**src/rtl/fptd_razor_pkg.sv**
```systemverilog
// Shared types and defaults for the FPTD razor error-handshake controller.
// The optional per-stage sticky error log is enabled by defining RAZOR_ERR_LOG_EN.
package fptd_razor_pkg;

  localparam int NUM_STAGES_DEF = 8;
  localparam int ITER_W_DEF     = 6;
  localparam int CNT_W_DEF      = 16;
  localparam int MAX_CONSEC_DEF = 3;

  typedef enum logic [2:0] {
    IDLE   = 3'd0,
    CLEAR  = 3'd1,
    RUN    = 3'd2,
    REPLAY = 3'd3,
    DONE   = 3'd4,
    ABORT  = 3'd5
  } razor_state_t;

  // Two half-iterations per full iteration; a request of zero iterations runs one.
  function automatic int unsigned half_iter_target(input int unsigned iter);
    return (iter == 0) ? 2 : 2 * iter;
  endfunction

endpackage

```
**src/rtl/razor_sat_counter.sv**
```systemverilog
// Saturating up-counter with synchronous clear; holds at all-ones once reached.
module razor_sat_counter #(
  parameter int W = 16
) (
  input  logic         Clock,
  input  logic         nReset,
  input  logic         Clear,
  input  logic         Enable,
  output logic [W-1:0] Count
);

  logic [W-1:0] count_reg;

  // Count enabled events, never wrapping past all-ones.
  always_ff @(posedge Clock or negedge nReset) begin
    if (!nReset) begin
      count_reg <= '0;
    end else if (Clear) begin
      count_reg <= '0;
    end else if (Enable && (count_reg != {W{1'b1}})) begin
      count_reg <= count_reg + 1'b1;
    end
  end

  assign Count = count_reg;

endmodule

```
**src/rtl/fptd_razor_ctrl.sv**
```systemverilog
// FPTD razor controller: drives the Enable phase and nClear strobe of the pipe stages,
// replays a phase whenever any stage flags a razor error, counts half-iterations to the
// frame target and keeps a saturating replay count for voltage/clock tuning.
// Define RAZOR_ERR_LOG_EN to add the per-stage sticky error log output Err_sticky.
module fptd_razor_ctrl
  import fptd_razor_pkg::*;
#(
  parameter int NUM_STAGES = NUM_STAGES_DEF,
  parameter int ITER_W     = ITER_W_DEF,
  parameter int CNT_W      = CNT_W_DEF,
  parameter int MAX_CONSEC = MAX_CONSEC_DEF
) (
  input  logic                  Clock,
  input  logic                  nReset,
  input  logic                  Start,
  input  logic [ITER_W-1:0]     Iter_max,
  input  logic [NUM_STAGES-1:0] Error_current,
  output logic                  Enable,
  output logic                  nClear,
  output logic                  Busy,
  output logic                  Done,
  output logic                  Fail,
  output logic [CNT_W-1:0]      Error_count
`ifdef RAZOR_ERR_LOG_EN
  ,
  output logic [NUM_STAGES-1:0] Err_sticky
`endif
);

  // Half-iteration counter is one bit wider than Iter_max so 2*Iter_max fits.
  localparam int HW = ITER_W + 1;
  // Consecutive counter can reach MAX_CONSEC+2 before the abort is taken.
  localparam int CW = $clog2(MAX_CONSEC + 3) + 1;
  localparam logic [CW-1:0] CONSEC_LIMIT = CW'(MAX_CONSEC);

  razor_state_t state_reg, state_next;
  logic [HW-1:0] half_reg, half_next, half_inc;
  logic [HW-1:0] target_reg, target_next;
  logic [CW-1:0] consec_reg, consec_next;
  logic          enable_reg, enable_next;
  logic          nclear_reg, busy_reg, done_reg, fail_reg;
  logic          err_any, err_event;

  assign err_any  = |Error_current;
  assign half_inc = half_reg + 1'b1;

  // Next-state, half-iteration and consecutive-replay bookkeeping.
  always_comb begin
    state_next  = state_reg;
    half_next   = half_reg;
    target_next = target_reg;
    consec_next = consec_reg;
    err_event   = 1'b0;
    case (state_reg)
      IDLE: begin
        if (Start) begin
          state_next  = CLEAR;
          target_next = HW'(half_iter_target(32'(Iter_max)));
        end
      end
      CLEAR: begin
        state_next  = RUN;
        half_next   = '0;
        consec_next = '0;
      end
      RUN: begin
        if (err_any) begin
          // Error takes priority over completion: the phase is replayed first.
          err_event   = 1'b1;
          consec_next = consec_reg + 1'b1;
          state_next  = REPLAY;
        end else if (enable_reg) begin
          half_next   = half_inc;
          consec_next = '0;
          if (half_inc == target_reg) state_next = DONE;
        end
      end
      REPLAY: begin
        if (err_any) begin
          err_event   = 1'b1;
          consec_next = consec_reg + 1'b1;
          state_next  = (consec_next > CONSEC_LIMIT) ? ABORT : REPLAY;
        end else if (consec_reg > CONSEC_LIMIT) begin
          state_next = ABORT;
        end else begin
          // A clean replay of a capture phase completes that half-iteration.
          state_next = RUN;
          if (enable_reg) begin
            half_next   = half_inc;
            consec_next = '0;
            if (half_inc == target_reg) state_next = DONE;
          end
        end
      end
      DONE:    state_next = IDLE;
      ABORT:   state_next = IDLE;
      default: state_next = IDLE;
    endcase
  end

  // Phase generation: toggle in RUN, hold across REPLAY, low elsewhere.
  always_comb begin
    enable_next = 1'b0;
    case (state_next)
      RUN:     enable_next = (state_reg == CLEAR) ? 1'b1 : ~enable_reg;
      REPLAY:  enable_next = enable_reg;
      default: enable_next = 1'b0;
    endcase
  end

  // FSM and counter registers.
  always_ff @(posedge Clock or negedge nReset) begin
    if (!nReset) begin
      state_reg  <= IDLE;
      half_reg   <= '0;
      target_reg <= '0;
      consec_reg <= '0;
    end else begin
      state_reg  <= state_next;
      half_reg   <= half_next;
      target_reg <= target_next;
      consec_reg <= consec_next;
    end
  end

  // Registered outputs decoded from the upcoming state so they align with it.
  always_ff @(posedge Clock or negedge nReset) begin
    if (!nReset) begin
      enable_reg <= 1'b0;
      nclear_reg <= 1'b1;
      busy_reg   <= 1'b0;
      done_reg   <= 1'b0;
      fail_reg   <= 1'b0;
    end else begin
      enable_reg <= enable_next;
      nclear_reg <= !((state_next == CLEAR) || (state_next == ABORT));
      busy_reg   <= (state_next == CLEAR) || (state_next == RUN) || (state_next == REPLAY);
      done_reg   <= (state_next == DONE);
      fail_reg   <= (state_next == ABORT);
    end
  end

  razor_sat_counter #(
    .W(CNT_W)
  ) u_err_cnt (
    .Clock (Clock),
    .nReset(nReset),
    .Clear (1'b0),
    .Enable(err_event),
    .Count (Error_count)
  );

  assign Enable = enable_reg;
  assign nClear = nclear_reg;
  assign Busy   = busy_reg;
  assign Done   = done_reg;
  assign Fail   = fail_reg;

`ifdef RAZOR_ERR_LOG_EN
  logic [NUM_STAGES-1:0] sticky_reg;

  for (genvar gi = 0; gi < NUM_STAGES; gi++) begin : g_sticky
    // Per-stage error flag, cleared as a frame starts, accumulating while the frame runs.
    always_ff @(posedge Clock or negedge nReset) begin
      if (!nReset) begin
        sticky_reg[gi] <= 1'b0;
      end else if (state_next == CLEAR) begin
        sticky_reg[gi] <= 1'b0;
      end else if ((state_reg == RUN) || (state_reg == REPLAY)) begin
        sticky_reg[gi] <= sticky_reg[gi] | Error_current[gi];
      end
    end
  end

  assign Err_sticky = sticky_reg;
`endif

endmodule

```
**config.mk**
```make
export PLATFORM = sky130hd
export DESIGN_NAME = fptd_razor_ctrl
export DESIGN_NICKNAME = d
export VERILOG_FILES = /design/src/rtl/fptd_razor_pkg.sv /design/src/rtl/razor_sat_counter.sv /design/src/rtl/fptd_razor_ctrl.sv
export SDC_FILE = /design/constraint.sdc
export NUM_CORES = 1
export LEC_CHECK = 0
export BUFFER_PORTS_ARGS = -buffer_cell sky130_fd_sc_hd__buf_4
export CAP_MARGIN = 20
export CORE_MARGIN = 2
export CORE_UTILIZATION = 47
export DETAILED_ROUTE_END_ITERATION = 12
export PLACE_DENSITY = 0.69
export SYNTH_ARGS = -nofsm -noshare
export SYNTH_HDL_FRONTEND = slang
export SYNTH_SLANG_ARGS = --single-unit
```
**constraint.sdc**
```tcl
create_clock -name Clock -period 5.1 [get_ports Clock]
set_input_delay 0 -clock Clock [delete_from_list [all_inputs] [get_ports Clock]]
set_output_delay 0 -clock Clock [all_outputs]
set_load 0.1 [all_outputs]
```
==> run metrics <==
Avg Inst Size Synth=10.1 um^2; TritonCTS sink count=41; post-DP HPWL=3070 um; Synth cell types=48; H-tree depth=2; Num CTS Buffers=5; share of total power in combinational logic=52.8%; DRC=0; CTS tree=built; leakage power=1.19 nW; Setup TNS=0 ns; sw frac=51.0%; Top-Level Pins=38; Post-layout nets=283; run status=complete, no violations; Pwr Total=1.59 mW; Die Width=72.1 um; die height=72.1 um; Post-CTS Setup Bufs=0; Worst EP required=5.29 ns; crit path kind=flop to flop; Final Cell Area=2660 um^2; placed instance area=2510 um^2; yosys warns=0; Syn Inst Count=215; Port Buffer Count=37; predominant post-synthesis flop cell=dfrtp_1; largest net degree at the start of global routing=42; Routed WL=4230 um; synth-to-layout area growth=22.1%; # rows=24; Power Internal=0.777 mW; measured slew at the worst slew-check pin=1.02 ns; RePlAce Congestion=0.799; fraction of layout cells with a size suffix above 1=26.9%; Resized cells post-CTS=0; CP Launch Type=flop; peak supply drop=0.000766 V; Netlist Area Pre-Place=2180 um^2; clock root buffer=clkbuf_8; number of synthesized flops with an enable pin=0; Crit. Startpoint=half_reg[0]$_DFFE_PN0P_; CTS Buffer Depth=2; worst reg2reg startpoint=half_reg[0]$_DFFE_PN0P_; post-synthesis sequential area ratio=47.1%; Syn Nets=235; total gr overflow=0; Max Freq=483 MHz; RSZ-0062 raised after global routing=false; slack of the critical path=3.03 ns; Critical-path top delay cell=o32a_2; Clock Pin Slew Worst Setup and Hold Paths=0.08 ns; Slew Viols, Final=0; initial DRC count=121; filler instances=395; Clock power frac=13.0%; final period demand of the worst path=2.07 ns; number of global-route vias before repair=1591; placed cells=301; Total GRT Usage=18.6%; Place WS=3.02 ns; slowest cell delay on critical path=0.45 ns; DR pass1 iterations=4; initial core utilization=49.4%; # setup viols final=0; Max Cap Viol=0; via count=1699; headroom to the max-slew limit=31.7%; max reg flops=16; Post-synth ARST share=100%; Hold Path Class=primary input to async pin; register bit total from synthesis=41; core area=4410 um^2; diode count=0; DR vias/cell=5.38; clk_lat worst skew=0.29 ns; initial antenna violation count=0; DR WL/cell=13.4 um; crit path DAT=2.26 ns; final std cells w/o fill=316; final critical-path share of the clock period=40.6%; final hold slack=0.213 ns; crit-path cells=ha_1, xnor2_1, nand3_1, a31oi_1, nand4_2, o32a_2, o211a_1; PD cells=595 nW/um^2; Net Switching=0.809 mW; full die area=5200 um^2; CP endpoint kind=flop; Setup Skew=0.00574 ns; first-pass GRT wire length=7510 um; Seq pwr share=34.2%; post-route ant nets=0; cells on worst reg2reg path=7; CP Max Fanout=6; final core occ=60.3%; Fin. Hold Viols=0
==> final cells by class <==
type                       instances  area, um^2  area share [%]
multi-input combinational        164        1110            41.9
inverter                           7        26.3           0.986
clock buffer                       6        72.6            2.72
clock inverter                     2        10.0           0.376
tap                               52        65.1            2.44
sequential                        41        1030            38.6
timing repair buffer              44         348            13.1
==> worst max-delay path: cells and delay by family, from the launching register on <==
family / cells / cell delay (ns)
adders and majority gates: 1 / 0.34
AOI/OAI and AO/OA: 3 / 0.76
DFF: 1 / 0.43
xor gates and xnor gates: 1 / 0.16
and+or+nand+nor: 2 / 0.28
==> routing by layer <==
layer  share of wire (%)  vias up  track usage [%]
li1                    -      856                -
met1                  48      804             26.2
met2                  46       34             28.1
met3                 4.4        5             5.42
met4                0.80        0             4.82
met5                   0        -                0
==> synth_stat cells (5+ instances only) <==
cell type | number | area, um^2
dfrtp_1 | 40 | 1000
nand2_1 | 25 | 93.8
nor2_1 | 18 | 67.6
xnor2_1 | 17 | 149
o21ai_0 | 14 | 70.1
nand3_1 | 13 | 65.1
xor2_1 | 8 | 70.1
inv_1 | 6 | 22.5
nand4_1 | 6 | 37.5
a21oi_1 | 5 | 25.0
mux2_2 | 5 | 56.3
nor3_1 | 5 | 25.0
==> path summary, 6_finish.rpt <==
kind	to	slack, ns
hold / removal	state_reg[1]$_DFF_PN0_	0.21
setup / recovery	Enable$_DFFE_PN0P_	3.03
setup reg to reg	Enable$_DFFE_PN0P_	3.03
max in group asynchronous	nClear$_DFF_PN1_	4.53
hold reg to reg	u_err_cnt.Count[15]$_DFFE_PN0P_	0.50
min in group Clock	state_reg[0]$_DFF_PN0_	0.23
==> cell families (layout without fill, tap and decap cells) <==
group | count (synthesis) | in the layout | synth area share (%)
buffers and inverters | 10 | 59 | 1.83
xor gates and xnor gates | 27 | 27 | 11.5
AOI/OAI and AO/OA | 38 | 38 | 12.3
adders and majority gates | 3 | 3 | 1.72
and+or+nand+nor | 90 | 90 | 22.5
muxes | 6 | 6 | 3.04
DFF | 41 | 41 | 47.1
==> layout by cell type (no fill, tap or decap), types with 3 or more instances in the layout <==
cell,synthesis,layout
o21ai_0,14,14
nor2_1,18,18
clkbuf_8,0,5
inv_1,6,6
o21ai_1,3,3
a31oi_1,3,3
nand3_1,13,13
xor2_1,8,8
xnor2_1,17,17
nand2_1,25,25
ha_1,3,3
buf_4,0,37
mux2_2,5,5
a21oi_1,5,5
dlygate4sd3_1,0,7
nor3_1,5,5
nand4_1,6,6
dfrtp_1,40,40
==> power groups by stage <==
| stage | Clock, mW | Sequential, mW | Combinational (mW) |
|---|---|---|---|
| 4_1_cts | 0.211 | 0.543 | 0.843 |
| 2_1_floorplan | 0 | 0.802 | 0.402 |
| 3_3_place_gp | 0 | 0.547 | 0.829 |
| 5_1_grt | 0.229 | 0.563 | 0.909 |
| 3_5_place_dp | 0 | 0.546 | 0.838 |
| 6_report | 0.206 | 0.542 | 0.837 |
==> timing repair <==
action | CTS | global route
endpoints found under the setup margin | 0 | 0
hold buffers | 7 | 0
hold endpoints to repair | 46 | 0
Note: power is estimated with default switching activity, not from simulation.
